--- config.mk ---
export PLATFORM = sky130hd
export DESIGN_NAME = m_function_main
export DESIGN_NICKNAME = d
export VERILOG_FILES = /design/src/rtl/m_function_main.sv
export SDC_FILE = /design/constraint.sdc
export NUM_CORES = 1
export LEC_CHECK = 0
export BUFFER_PORTS_ARGS = -buffer_cell sky130_fd_sc_hd__buf_2
export CORE_AREA = 3 3 40 42
export CTS_CLUSTER_SIZE = 10
export DETAILED_ROUTE_END_ITERATION = 7
export DIE_AREA = 0 0 43 45
export GPL_TIMING_DRIVEN = 0
export PLACE_DENSITY = 0.6
export SETUP_SLACK_MARGIN = 0.5
export SYNTH_ARGS = -nofsm -noshare
export SYNTH_HDL_FRONTEND = slang
export SYNTH_SLANG_ARGS = --single-unit
--- constraint.sdc ---
create_clock -name CLK_50MHZ -period 1.4 [get_ports CLK_50MHZ]
set_input_delay 0.07 -clock CLK_50MHZ [delete_from_list [all_inputs] [get_ports CLK_50MHZ]]
set_output_delay 0.07 -clock CLK_50MHZ [all_outputs]
set_load 0.02 [all_outputs]
--- src/rtl/m_function_main.sv ---
// M-sequence generator: a prescaler divides the board clock down to the bit rate,
// and a Fibonacci LFSR advances once per bit period to drive the serial output.
module m_function_main #(
    parameter int unsigned      DIV   = 50,
    parameter int unsigned      WIDTH = 7,
    parameter logic [WIDTH-1:0] TAPS  = 7'b1100000,
    parameter logic [WIDTH-1:0] SEED  = {{(WIDTH-1){1'b0}}, 1'b1}
) (
    input  logic CLK_50MHZ,
    input  logic RESET,
    output logic out_fun
);

    // Keep the counter at least one bit wide so DIV=1 still elaborates.
    localparam int unsigned     CntW   = (DIV > 1) ? $clog2(DIV) : 1;
    localparam logic [CntW-1:0] CntMax = CntW'(DIV - 1);
    localparam logic [WIDTH-1:0] One   = {{(WIDTH-1){1'b0}}, 1'b1};

    logic [CntW-1:0]  cnt;
    logic [WIDTH-1:0] s;
    logic             tick;
    logic             f;

    assign tick = (cnt == CntMax);
    assign f    = ^(s & TAPS);

    always_ff @(posedge CLK_50MHZ or posedge RESET) begin
        if (RESET) begin
            cnt <= '0;
            s   <= SEED;
        end else begin
            cnt <= tick ? '0 : cnt + CntW'(1);
            if (tick) begin
                // All-zero is a lock-up state for an XOR LFSR; kick it back onto the sequence.
                s <= (s == '0) ? One : {s[WIDTH-2:0], f};
            end
        end
    end

    assign out_fun = s[WIDTH-1];

endmodule

==> metrics list, run 1 <==
- Worst Setup End Kind: register
- Worst endpoint data arrival time: 1.64 ns
* CP required: about 1.6 ns
* Static Leakage: 0.350 nW
- Top-count cell post-synth: sky130_fd_sc_hd__dfrtp_1
- For this run, asynchronously set or reset flops after synthesis account for 1.00.
- The smallest clock period supported by the final layout is computed as 1.48 ns.
- Root Driver: sky130_fd_sc_hd__clkbuf_4
* DRC violations left: 0
- The number of antenna diodes in the final layout is 0.
- Skew final: 0.00611 ns
- TritonCTS clock tree: yes
- After floorplanning, the core was divided into 13 placement rows.
- Ratio of cells with drive above 1 in the final layout: 0.424
- The clock passes through at most 2 buffers.
- For the pin with the worst max-slew slack, the measured transition is about 0.48 ns.
* Max Slew Vio Count: 0
- Fraction of synthesized cell area taken by the top area cell type: 0.521
- Entering global routing, the biggest net connects 14 pins.
- Arithmetic-cell share of the synthesized area counting full adders, half adders and majority gates: 0.0434
- Setup repair after global routing could not meet its margin everywhere.
- Largest family of logic cells by synthesized area: multiplexers
- The die is around 45 um tall.
- The worst setup path is launched from a register.
* Power density over the cells: 829 nW/um^2
* Number of global-route vias before repair: 398
- CTS Sinks: 13
- Wires add up to 1200 um.
- Most used DFF post-synth: sky130_fd_sc_hd__dfrtp_1
- VDD IR max: ~0.59 mV
* Number of H-tree levels: 1
- Number of vias per cell after detailed routing: 5.36
* GRT Resource Usage Total: 0.138
- Sequential fraction of the synthesis area: 0.566
- Dominant cell type by area after synthesis: sky130_fd_sc_hd__dfrtp_1
- Across all layers, the routed design uses 397 vias.
- After global routing the overflow that remains totals 0.
* Core region area: ~1300 sq um
- Timing analysis after detailed placement gives a worst setup slack of -0.167 ns.
- Part of the cycle the worst path needs: 1.05
- Counting both buffers and inverters, the worst setup path holds a total of 2.
- Mapped Nets: 49
- Average cell area after synthesis: 12.8 sq um
- Post-synth design cell area: 577 sq um
* Die X-Extent: 43 um
- After synthesis the netlist holds a flip-flop and latch count of 13.
* Total power: 0.620 mW
* Count of port buffers added during placement: 2
- Number of hold violations in the final report: 0
- Failing checks: setup timing
- Area fraction in compound gates after synthesis: 0.0456
* Clock Latency Late Sink: 0.28 ns
- Crit-path leading delay family: flip-flops
- Derived from the worst setup path, the maximum achievable clock frequency is just under 0.7 GHz.
* Multiplexer fraction of the synthesized cell area: 0.137
* Synthesized instance count: between 40 and 50
- Synth top area cells: sky130_fd_sc_hd__dfrtp_1 52%, sky130_fd_sc_hd__mux2_2 12%, sky130_fd_sc_hd__dfstp_2 4.6%
- Post-Place Cells: 62
- Crit path largest cell delay: 0.39 ns
- The first global-routing pass estimated 1860 um of wire.
- Max-cap violations in this run came to 0.
- Final count of negative-setup-slack endpoints: 6
* Wire length per cell: 16.3 um
* Dpl cell area: around 610 sq um
- The detailed router finished its first iteration with 8 violations.
* Number of nets still failing antenna checks after routing: 0
* Hold Worst Slack: between 0.3 and 0.4 ns
- In this run, synthesis inferred 0 flip-flops with an integrated enable.
- Setup slack on the critical path of the routed design comes to -0.0762 ns.
- Post-Synth Simple-Gate Area: 0.121
* Largest driver fanout on the critical path: 8
- Boundary Pins: 3
* Worst Setup Path Type: register to register
- Final nets: 64
- Worst min-delay path class: input port to asynchronous set/reset pin
- The floorplan step defined a die boundary enclosing 1940 sq um.
- Number of warnings reported in the yosys synthesis log: 0
- With fillers left out, the area of the finished cells amounts to 748 sq um.
- Standard cell with the maximum stage delay on the critical path: sky130_fd_sc_hd__dfrtp_1
- Ranked by instance count, the synthesized netlist is headed by 12 x sky130_fd_sc_hd__dfrtp_1, 6 x sky130_fd_sc_hd__mux2_2, 6 x sky130_fd_sc_hd__nor2_1.
* CP cell instances: inv_1 -> ha_2 -> nand4b_1 -> nor2_2 -> buf_6 -> mux2_4
* Clock-pin slew reported for the worst setup and hold paths after clock tree synthesis: roughly 0.08 ns
- The worst pin sits at a relative slew slack of 0.678.
* Initial antenna violation count: 0
- Of the total synthesized cell area, the portion taken by XOR and XNOR cells is 0.0607.
- For this configuration, the core starts out at a cell density of 0.449.
- Excluding fillers, the count of instances in the completed layout stands at 74.
* Area delta synth->final: 29.7%
- Count of fill cells added during filler insertion: 93
* Number of detailed-route iterations in the first pass: 5
* Placer's final routability congestion estimate: 0.838
- Yosys cell types: 18
- Counting the buffers created by CTS gives 3.
- The flow ran to the end, but the final reports show violations.
worst paths after layout:
| kind | from | endpoint | slack, ns | depth (start not counted) |
|---|---|---|---|---|
| min | RESET | s[2] | 0.34 | 3 |
| max | cnt[1] | s[1] | -0.08 | 6 |
| min reg2reg | s[4] | s[5] | 0.57 | 1 |
| max reg2reg | cnt[1] | s[1] | -0.08 | 6 |
| max in group asynchronous | RESET | s[0] | 0.71 | 3 |
| min in group CLK_50MHZ | s[4] | s[5] | 0.57 | 1 |
timing repair:
item,in CTS,in global routing
resized for setup,11,3
cloned,0,0
endpoints found under the setup margin,13,14
hold buffers,1,0
buffers inserted,5,2
pin swaps,1,1
hold endpoints to repair,12,0
flip-flops by register name, summed over array words and instances (netlist names):
name and count:
s 7, cnt 6
layout by cell type, fill, tap and decap left out:
master	n
sky130_fd_sc_hd__nand4b_1	1
sky130_fd_sc_hd__xnor2_1	3
sky130_fd_sc_hd__nand3_4	1
sky130_fd_sc_hd__nor2_2	1
sky130_fd_sc_hd__mux2_1	1
sky130_fd_sc_hd__xor2_1	1
sky130_fd_sc_hd__clkbuf_1	1
sky130_fd_sc_hd__clkbuf_4	3
sky130_fd_sc_hd__buf_6	3
sky130_fd_sc_hd__nand3_1	2
sky130_fd_sc_hd__dfrtp_1	12
sky130_fd_sc_hd__buf_4	6
sky130_fd_sc_hd__nor2_1	5
sky130_fd_sc_hd__ha_2	1
sky130_fd_sc_hd__ha_1	1
sky130_fd_sc_hd__dfstp_2	1
sky130_fd_sc_hd__o31ai_2	1
sky130_fd_sc_hd__a21oi_1	1
sky130_fd_sc_hd__a41oi_1	1
sky130_fd_sc_hd__nor3_1	1
sky130_fd_sc_hd__dlygate4sd3_1	1
sky130_fd_sc_hd__or4_4	1
sky130_fd_sc_hd__inv_1	2
sky130_fd_sc_hd__mux2_4	6
sky130_fd_sc_hd__nand3b_1	1
sky130_fd_sc_hd__buf_2	1
cells by family after synthesis:
group / count (synthesis)
xor gates and xnor gates: 4
AOI/OAI and AO/OA: 3
buffers and inverters: 3
adders and majority gates: 2
and+or+nand+nor: 13
DFF: 13
muxes: 7
final cells by class:
type,count,area (sq um),share of cell area
Timing Repair Buffer,10,82.6,0.110
Clock buffer,4,26.3,0.0351
Multi-Input combinational cell,29,275,0.368
Buffer,1,11.3,0.0151
Tap cell,15,18.8,0.0251
Sequential cell,13,327,0.436
Inverter,2,7.51,0.0100
stage by stage:
step	setup TNS [ns]	utilization
2_1_floorplan	-0.140	-
3_5_place_dp	-0.890	0.471
5_1_grt	-0.673	0.582
4_1_cts	-0.348	0.558
3_3_place_gp	-0.698	0.471
6_report	-0.402	0.582
routing by layer:
metal	up-vias	wire length, um	GRT usage
met5	-	0	0
met3	4	40	0.0359
met2	10	661	0.234
li1	184	-	-
met4	0	31	0.0723
met1	199	471	0.164
where the power goes:
group	leakage (nW)	switching, mW	total [mW]	internal [mW]
logic	0.170	0.00740	0.0104	0.00295
registers	0.165	0	0.375	0.375
clock network	0.0150	0.124	0.235	0.111
worst register-to-register path, delay by kind of cell, from the launching register on:
kind	cells	cell delay, ns
adder cells (fa/ha/maj)	1	0.17
buffers and inverters	2	0.23
flip-flops	1	0.39
multiplexers	1	0.31
AND/OR/NAND/NOR	2	0.26
Note: power is estimated with default switching activity, not from simulation.
==> run 2, diff against run 1 <==
--- a/config.mk
+++ b/config.mk
@@ -5,6 +5,7 @@
 export SDC_FILE = /design/constraint.sdc
 export NUM_CORES = 1
 export LEC_CHECK = 0
+export ABC_CLOCK_PERIOD_IN_PS = 1400
 export BUFFER_PORTS_ARGS = -buffer_cell sky130_fd_sc_hd__buf_2
 export CORE_AREA = 3 3 40 42
 export CTS_CLUSTER_SIZE = 10
@@ -16,3 +17,4 @@
 export SYNTH_ARGS = -nofsm -noshare
 export SYNTH_HDL_FRONTEND = slang
 export SYNTH_SLANG_ARGS = --single-unit
+export TNS_END_PERCENT = 20
==> metrics list, run 2 (synthesis results as in run 1) <==
- The run finished, with violations left.
- Failing checks: setup timing
* Fmax achieved: 0.702 GHz
- After the first detailed-routing iteration, the DRC count stood at 9.
- The final number of hold-violating endpoints is 0.
- Area delta synth->final: 31.9%
- Max Slew Vio Count: 0
- Initial Utilization: 0.449
- Of the cells placed in the final design, the portion with a size suffix greater than 1 is 0.475.
* Routed vias: slightly below 400
- DIE AREA: 1940 sq um
* Slack of the worst reg-to-reg path: -0.02 ns
- Antenna Cells: 0
* Final HPWL DP: 653 um
- Setup violations remaining at the end of the flow were counted as 5.
* CTS Sinks: 13
- VDD IR max: approximately 0.73 mV
- Number of nets still failing antenna checks after routing: 0
* Dpl cell area: 606 sq um
- Once routing completed, OpenROAD measured the worst setup slack at -0.0247 ns.
* Unrepaired setup endpoints after global routing: yes
- Largest register by flop count: s
- Of the total power, combinational logic draws 0.017.
- The worst setup path is of the register to register kind.
- TritonCTS built the clock tree.
* Worst Setup End Kind: register
- Routability-driven placement finished with a final weighted congestion of 0.833.
- Root Driver: sky130_fd_sc_hd__clkbuf_4
* Skew final: just under 0.006 ns
- The floorplan has 13 rows.
- Worst endpoint data arrival time: 1.57 ns
* Core utilization of the finished layout: 0.592
* Post-route cell area: 761 sq um
- 3 I/O pins were placed.
- Initial antenna violation count: 0
* Largest driver fanout on the critical path: 7
* Core region area: roughly 1300 sq um
- The pre-antenna-repair detailed-routing pass consisted of 4 iterations.
- Clock-pin slew reported for the worst setup and hold paths after clock tree synthesis: 0.07 ns
* Slew of the pin with the lowest slew margin: 0.470 ns
- Entering global routing, the biggest net connects 14 pins.
- Of the total power, the share spent switching nets is 0.187.
* Static Leakage: 0.359 nW
* Number of buffers added by the clock tree synthesis step: 3
* Minimum clock period after layout: 1.42 ns
* Worst R2R Path Depth: 6
- The later pin in the worst-skew pair is clocked with a latency of 0.26 ns.
- Wire length per cell: 14.5 um
- Of the available clock period, the critical path in the final layout requires 1.02.
- The register with the most flip-flops in the layout has 7 of them.
- In the routed design, unresolved DRC markers number 0.
* Clock share of power: 0.358
- The final layout contains routed wiring with a total length of 1070 um.
- Leaving out fill and tap cells, the most frequent cell in the layout is sky130_fd_sc_hd__dfrtp_1.
- In this run the number of H-tree levels came out at 1.
- Overflow left after global routing: 0
* Total net switching power: 0.112 mW
- In the global route stage, overall resource usage came out at 0.122.
- The top cell types in the final layout, fill and taps aside, are 12 x sky130_fd_sc_hd__dfrtp_1, 7 x sky130_fd_sc_hd__mux2_4, 7 x sky130_fd_sc_hd__buf_4.
- End of the worst register-to-register path: s[6]
- Of the total power, registers draw 0.625.
- Count of port buffers added during placement: 2
* Number of vias per cell after detailed routing: 5.27
- STA classifies the critical path startpoint as a register.
* Registers with the most flip-flops: s x7, cnt x6
- Source of the worst register-to-register timing path: cnt[1]
- Data on the critical path is required at its endpoint by about 1.6 ns.
- Max-cap check violation count: 0
- The die is between 40 and 50 um wide.
- Cell internal power was estimated by the tool at 0.488 mW.
- Worst min-delay path class: input port to asynchronous set/reset pin
- The via count of the first global-routing pass was 404.
- Wire length of the first global-routing pass: 1750 um
* Relative slew margins: 0.686
- At the end of the flow, the number of nets in the layout was 64.
- The clock passes through at most 2 buffers.
- Die outline height: 45 um
- For this design the ratio of total power to cell area is between 700 and 800 nW/um^2.
## run 2: cell counts in the layout (fill, tap and decap cells not counted)
Identical to the previous run, type by type.
## run 2: power groups by stage
stage / Sequential [mW] / Clock (mW) / Combinational [mW]
2_1_floorplan: 0.383 / 0 / 0.00569
3_3_place_gp: 0.383 / 0 / 0.00810
3_5_place_dp: 0.383 / 0 / 0.00878
4_1_cts: 0.375 / 0.222 / 0.0109
5_1_grt: 0.375 / 0.246 / 0.0120
6_report: 0.375 / 0.215 / 0.0102
## run 2: worst max-delay path by stage
stage	to	from	depth (start not counted)
after floorplan	s[1]	cnt[1]	6
after global placement	s[4]	cnt[1]	6
after detailed placement	s[6]	cnt[1]	6
after CTS	s[6]	cnt[1]	6
after global routing	s[3]	cnt[1]	6
final	s[6]	cnt[1]	6
## run 2: cell type report
type                       count  area, sq um
fill                         102          524
timing repair buffer          10         78.8
buffer                         1         11.3
sequential                    13          327
inverter                       2         7.51
tap                           15         18.8
multi-input combinational     29          292
clock buffer                   4         26.3
## run 2: per-layer routing
metal | global-route usage | share of wire
met1 | 0.167 | 0.45
met2 | 0.195 | 0.49
met3 | 0.0359 | 0.046
met4 | 0.0241 | 0.013
met5 | 0 | 0
## run 2: stage by stage
step / cells / hold WS [ns] / TNS, ns / power [mW] / setup WS, ns
global placement: 62 / 0.0878 / -0.711 / 0.391 / -0.130
CTS: 72 / 0.375 / -0.282 / 0.609 / -0.0549
detailed placement: 62 / 0.109 / -0.931 / 0.391 / -0.163
global route: 74 / 0.390 / -0.505 / 0.634 / -0.0893
floorplan: 45 / -0.0538 / -0.140 / 0.388 / -0.0279
finish: 74 / 0.352 / -0.0949 / 0.601 / -0.0247
## run 2: worst max-delay path, cell delays in order, from the launching register on
cell                       delay [ns]
sky130_fd_sc_hd__dfrtp_1         0.39
sky130_fd_sc_hd__inv_2           0.07
sky130_fd_sc_hd__ha_4            0.12
sky130_fd_sc_hd__nand4b_1        0.12
sky130_fd_sc_hd__nor2_2          0.13
sky130_fd_sc_hd__buf_6           0.16
sky130_fd_sc_hd__mux2_4          0.30
## run 2: repair_timing
| action | CTS | global route |
|---|---|---|
| pin swaps | 3 | 3 |
| setup endpoints to repair | 13 | 14 |
| endpoints found under the hold margin | 12 | 0 |
| setup buffers | 5 | 2 |
| gates resized for setup | 12 | 5 |
| hold buffers | 1 | 0 |
==> run 3, diff against run 2 <==
--- a/config.mk
+++ b/config.mk
@@ -8,6 +8,7 @@
 export ABC_CLOCK_PERIOD_IN_PS = 1400
 export BUFFER_PORTS_ARGS = -buffer_cell sky130_fd_sc_hd__buf_2
 export CORE_AREA = 3 3 40 42
+export CTS_BUF_LIST = sky130_fd_sc_hd__clkbuf_4 sky130_fd_sc_hd__clkbuf_8
 export CTS_CLUSTER_SIZE = 10
 export DETAILED_ROUTE_END_ITERATION = 7
 export DIE_AREA = 0 0 43 45
==> metrics list, run 3 (synthesis results as in run 1) <==
- In this run the cell area measured after placement is 606 sq um.
- The startpoint identified for the worst register-to-register timing path is cnt[1].
* Die outline height: 45 um
- Post-route cell area: 764 sq um
- The checks that failed: setup timing.
- TritonCTS built the clock tree.
* Max Slew Vio Count: 0
- The initial antenna violation count came to 0.
- Clock tree synthesis found a total of 13 sinks.
- Count of port buffers added during placement: 2
* Routed vias: 391
- Placer's final routability congestion estimate: 0.833
* Skew final: 0.00408 ns
- Combinational fraction of design power: 0.016
- Busiest layer in global routing: met2
* Max-cap check violation count: 0
* Total net switching power: 0.116 mW
* Final nets: 64
* CP startpoint kind: register
* Grt met3 use: 0.0359
* Critical path buffers and inverters: 2
- The critical path is of the register to register type.
- Area delta synth->final: 32.5%
- The min-delay analysis places its worst path in the category input port to asynchronous set/reset pin.
- In the final layout, the multi-input gates occupy 292 sq um.
* Switching part of the total: 0.186
- In the routed layout, each cell is associated on average with a via count of around 5.3.
- After routing, the total negative slack on setup checks comes to -0.0835 ns.
- Number of nets still failing antenna checks after routing: 0
- Clock latency on the worst-skew pair, taken at its later pin, is 0.27 ns.
* Unrepaired setup endpoints after global routing: yes
- Leaving out fill and tap cells, the most frequent cells in the layout are 12 x sky130_fd_sc_hd__dfrtp_1, 7 x sky130_fd_sc_hd__mux2_4, 7 x sky130_fd_sc_hd__buf_4.
- The first detailed-routing pass ran for 5 iterations.
- Of the total power, the clock network draws 0.382.
- Wire length of the first global-routing pass: between 1500 and 2000 um
* Standard cell with the maximum stage delay on the critical path: sky130_fd_sc_hd__dfrtp_1
- In the global route stage, met2 resource usage came out at 0.195.
* CP required: 1.55 ns
- Share of power burned in registers: 0.602
- End of the worst register-to-register path: s[6]
- Sequential cell area: 327 sq um
- Number of global-route vias before repair: 400
* Boundary Pins: 3
* VDD IR max: 0.542 mV
- For this run, design rule violations remaining after detail routing come to 0.
- Pin count of the biggest net entering global routing: 14
- The run finished, with violations left.
- Part of the cycle the worst path needs: 1.02
- Number of buffers added by the clock tree synthesis step: 3
* Crit-path leading delay family: flip-flops
- STA classifies the critical path endpoint as a register.
- Relative slew margins: 0.681
* Slew of the pin with the lowest slew margin: 0.478 ns
* Final HPWL DP: 653 um
* Initial Utilization: 0.449
- Root Driver: sky130_fd_sc_hd__clkbuf_4
- More flip-flops sit in one register than any other, and that register is s.
- The final number of hold-violating endpoints is 0.
- Sum of routed wire length over all layers: 1100 um
- Counting the fill cells in the layout gives 100.
* Number of H-tree levels: 1
- Buffer depth of the longest clock path: 2
- Crit path largest cell delay: 0.39 ns
- In the final layout, the share of cells above drive strength 1 is 0.492.
- Met1 GRT Util: 0.162
- In the post-route analysis, the smallest setup slack over all paths is -0.0221 ns.
- On the final layout, the worst hold slack is 0.353 ns.
- Largest driver fanout on the critical path: 7
- Overflow left after global routing: 0
- Detailed router's first-iteration violation count: 9
* Worst R2R Path Depth: 6
- Walking the worst path, the cells encountered are inv_2 -> ha_4 -> nand4b_1 -> nor2_2 -> buf_6 -> mux2_4.
- Measured along the x axis, the die boundary spans 43 um.
- Core Rows: 13
- Core region area: 1280 sq um
- Timing would allow up to 0.703 GHz.
* Final count of negative-setup-slack endpoints: 5
* Clock-pin slew reported for the worst setup and hold paths after clock tree synthesis: 0.07 ns
- The number of antenna diodes in the final layout is 0.
- Dividing total power by cell area gives a power density of 816 nW/um^2.
* Internal power: a little over 0.5 mW
* Static Leakage: around 0.36 nW
- Flip-flop count of the largest register, all copies and words added: 7
- Slack of the worst reg-to-reg path: -0.02 ns
* Registers with the most flip-flops: s x7, cnt x6
- Total power for the finished layout comes to around 0.62 mW.
* Minimum clock period after layout: 1.42 ns
* Worst endpoint data arrival time: 1.57 ns
- GRT Resource Usage Total: 0.120
* Wire length per cell: approximately 15 um
- Leaving out fill and tap cells, the most frequent cell in the layout is sky130_fd_sc_hd__dfrtp_1.
- Setup slack after placement: -0.163 ns
- DIE AREA: 1940 sq um
## run 3: cell counts in the layout (fill, tap and decap cells not counted)
No cell type changed its count.
## run 3: repair_timing
| action | CTS | global route |
|---|---|---|
| resized for setup | 12 | 5 |
| pin swaps | 3 | 3 |
| hold buffers | 1 | 0 |
| endpoints found under the setup margin | 13 | 14 |
| hold endpoints to repair | 12 | 0 |
| buffers inserted | 5 | 2 |
## run 3: power by group through the flow
stage / Clock, mW / Sequential, mW / Combinational, mW
finish: 0.238 / 0.375 / 0.0103
global route: 0.272 / 0.375 / 0.0120
CTS: 0.243 / 0.375 / 0.0109
detailed placement: 0 / 0.383 / 0.00878
global placement: 0 / 0.383 / 0.00810
floorplan: 0 / 0.383 / 0.00569
## run 3: tightest hold or removal path: cells and delay by family
family	cells	cell delay, ns
buffers and inverters	3	1.00
## run 3: worst max path at each step
stage	startpoint	to	slack, ns	depth (start not counted)
after floorplan	cnt[1]	s[1]	-0.03	6
after global placement	cnt[1]	s[4]	-0.13	6
after detailed placement	cnt[1]	s[6]	-0.16	6
after CTS	cnt[1]	s[6]	-0.05	6
after global routing	cnt[1]	s[3]	-0.08	6
final	cnt[1]	s[6]	-0.02	6
## run 3: per-stage QoR
step / utilization / cells
after floorplan: - / 45
after global placement: 0.471 / 62
after detailed placement: 0.471 / 62
after CTS: 0.564 / 72
after global routing: 0.595 / 74
final: 0.595 / 74
## run 3: cell type report
cell class,instances,area share
plain buffers,1,0.0147
clock buffers,4,0.0393
inverters,2,0.00982
multi-input cells,29,0.381
flip-flops and latches,13,0.427
well taps,15,0.0245
repair buffers,10,0.103
## run 3: routing by layer
layer | up-vias | share of wire
li1 | 184 | -
met1 | 194 | 0.45
met2 | 11 | 0.50
met3 | 2 | 0.033
met4 | 0 | 0.013
met5 | - | 0
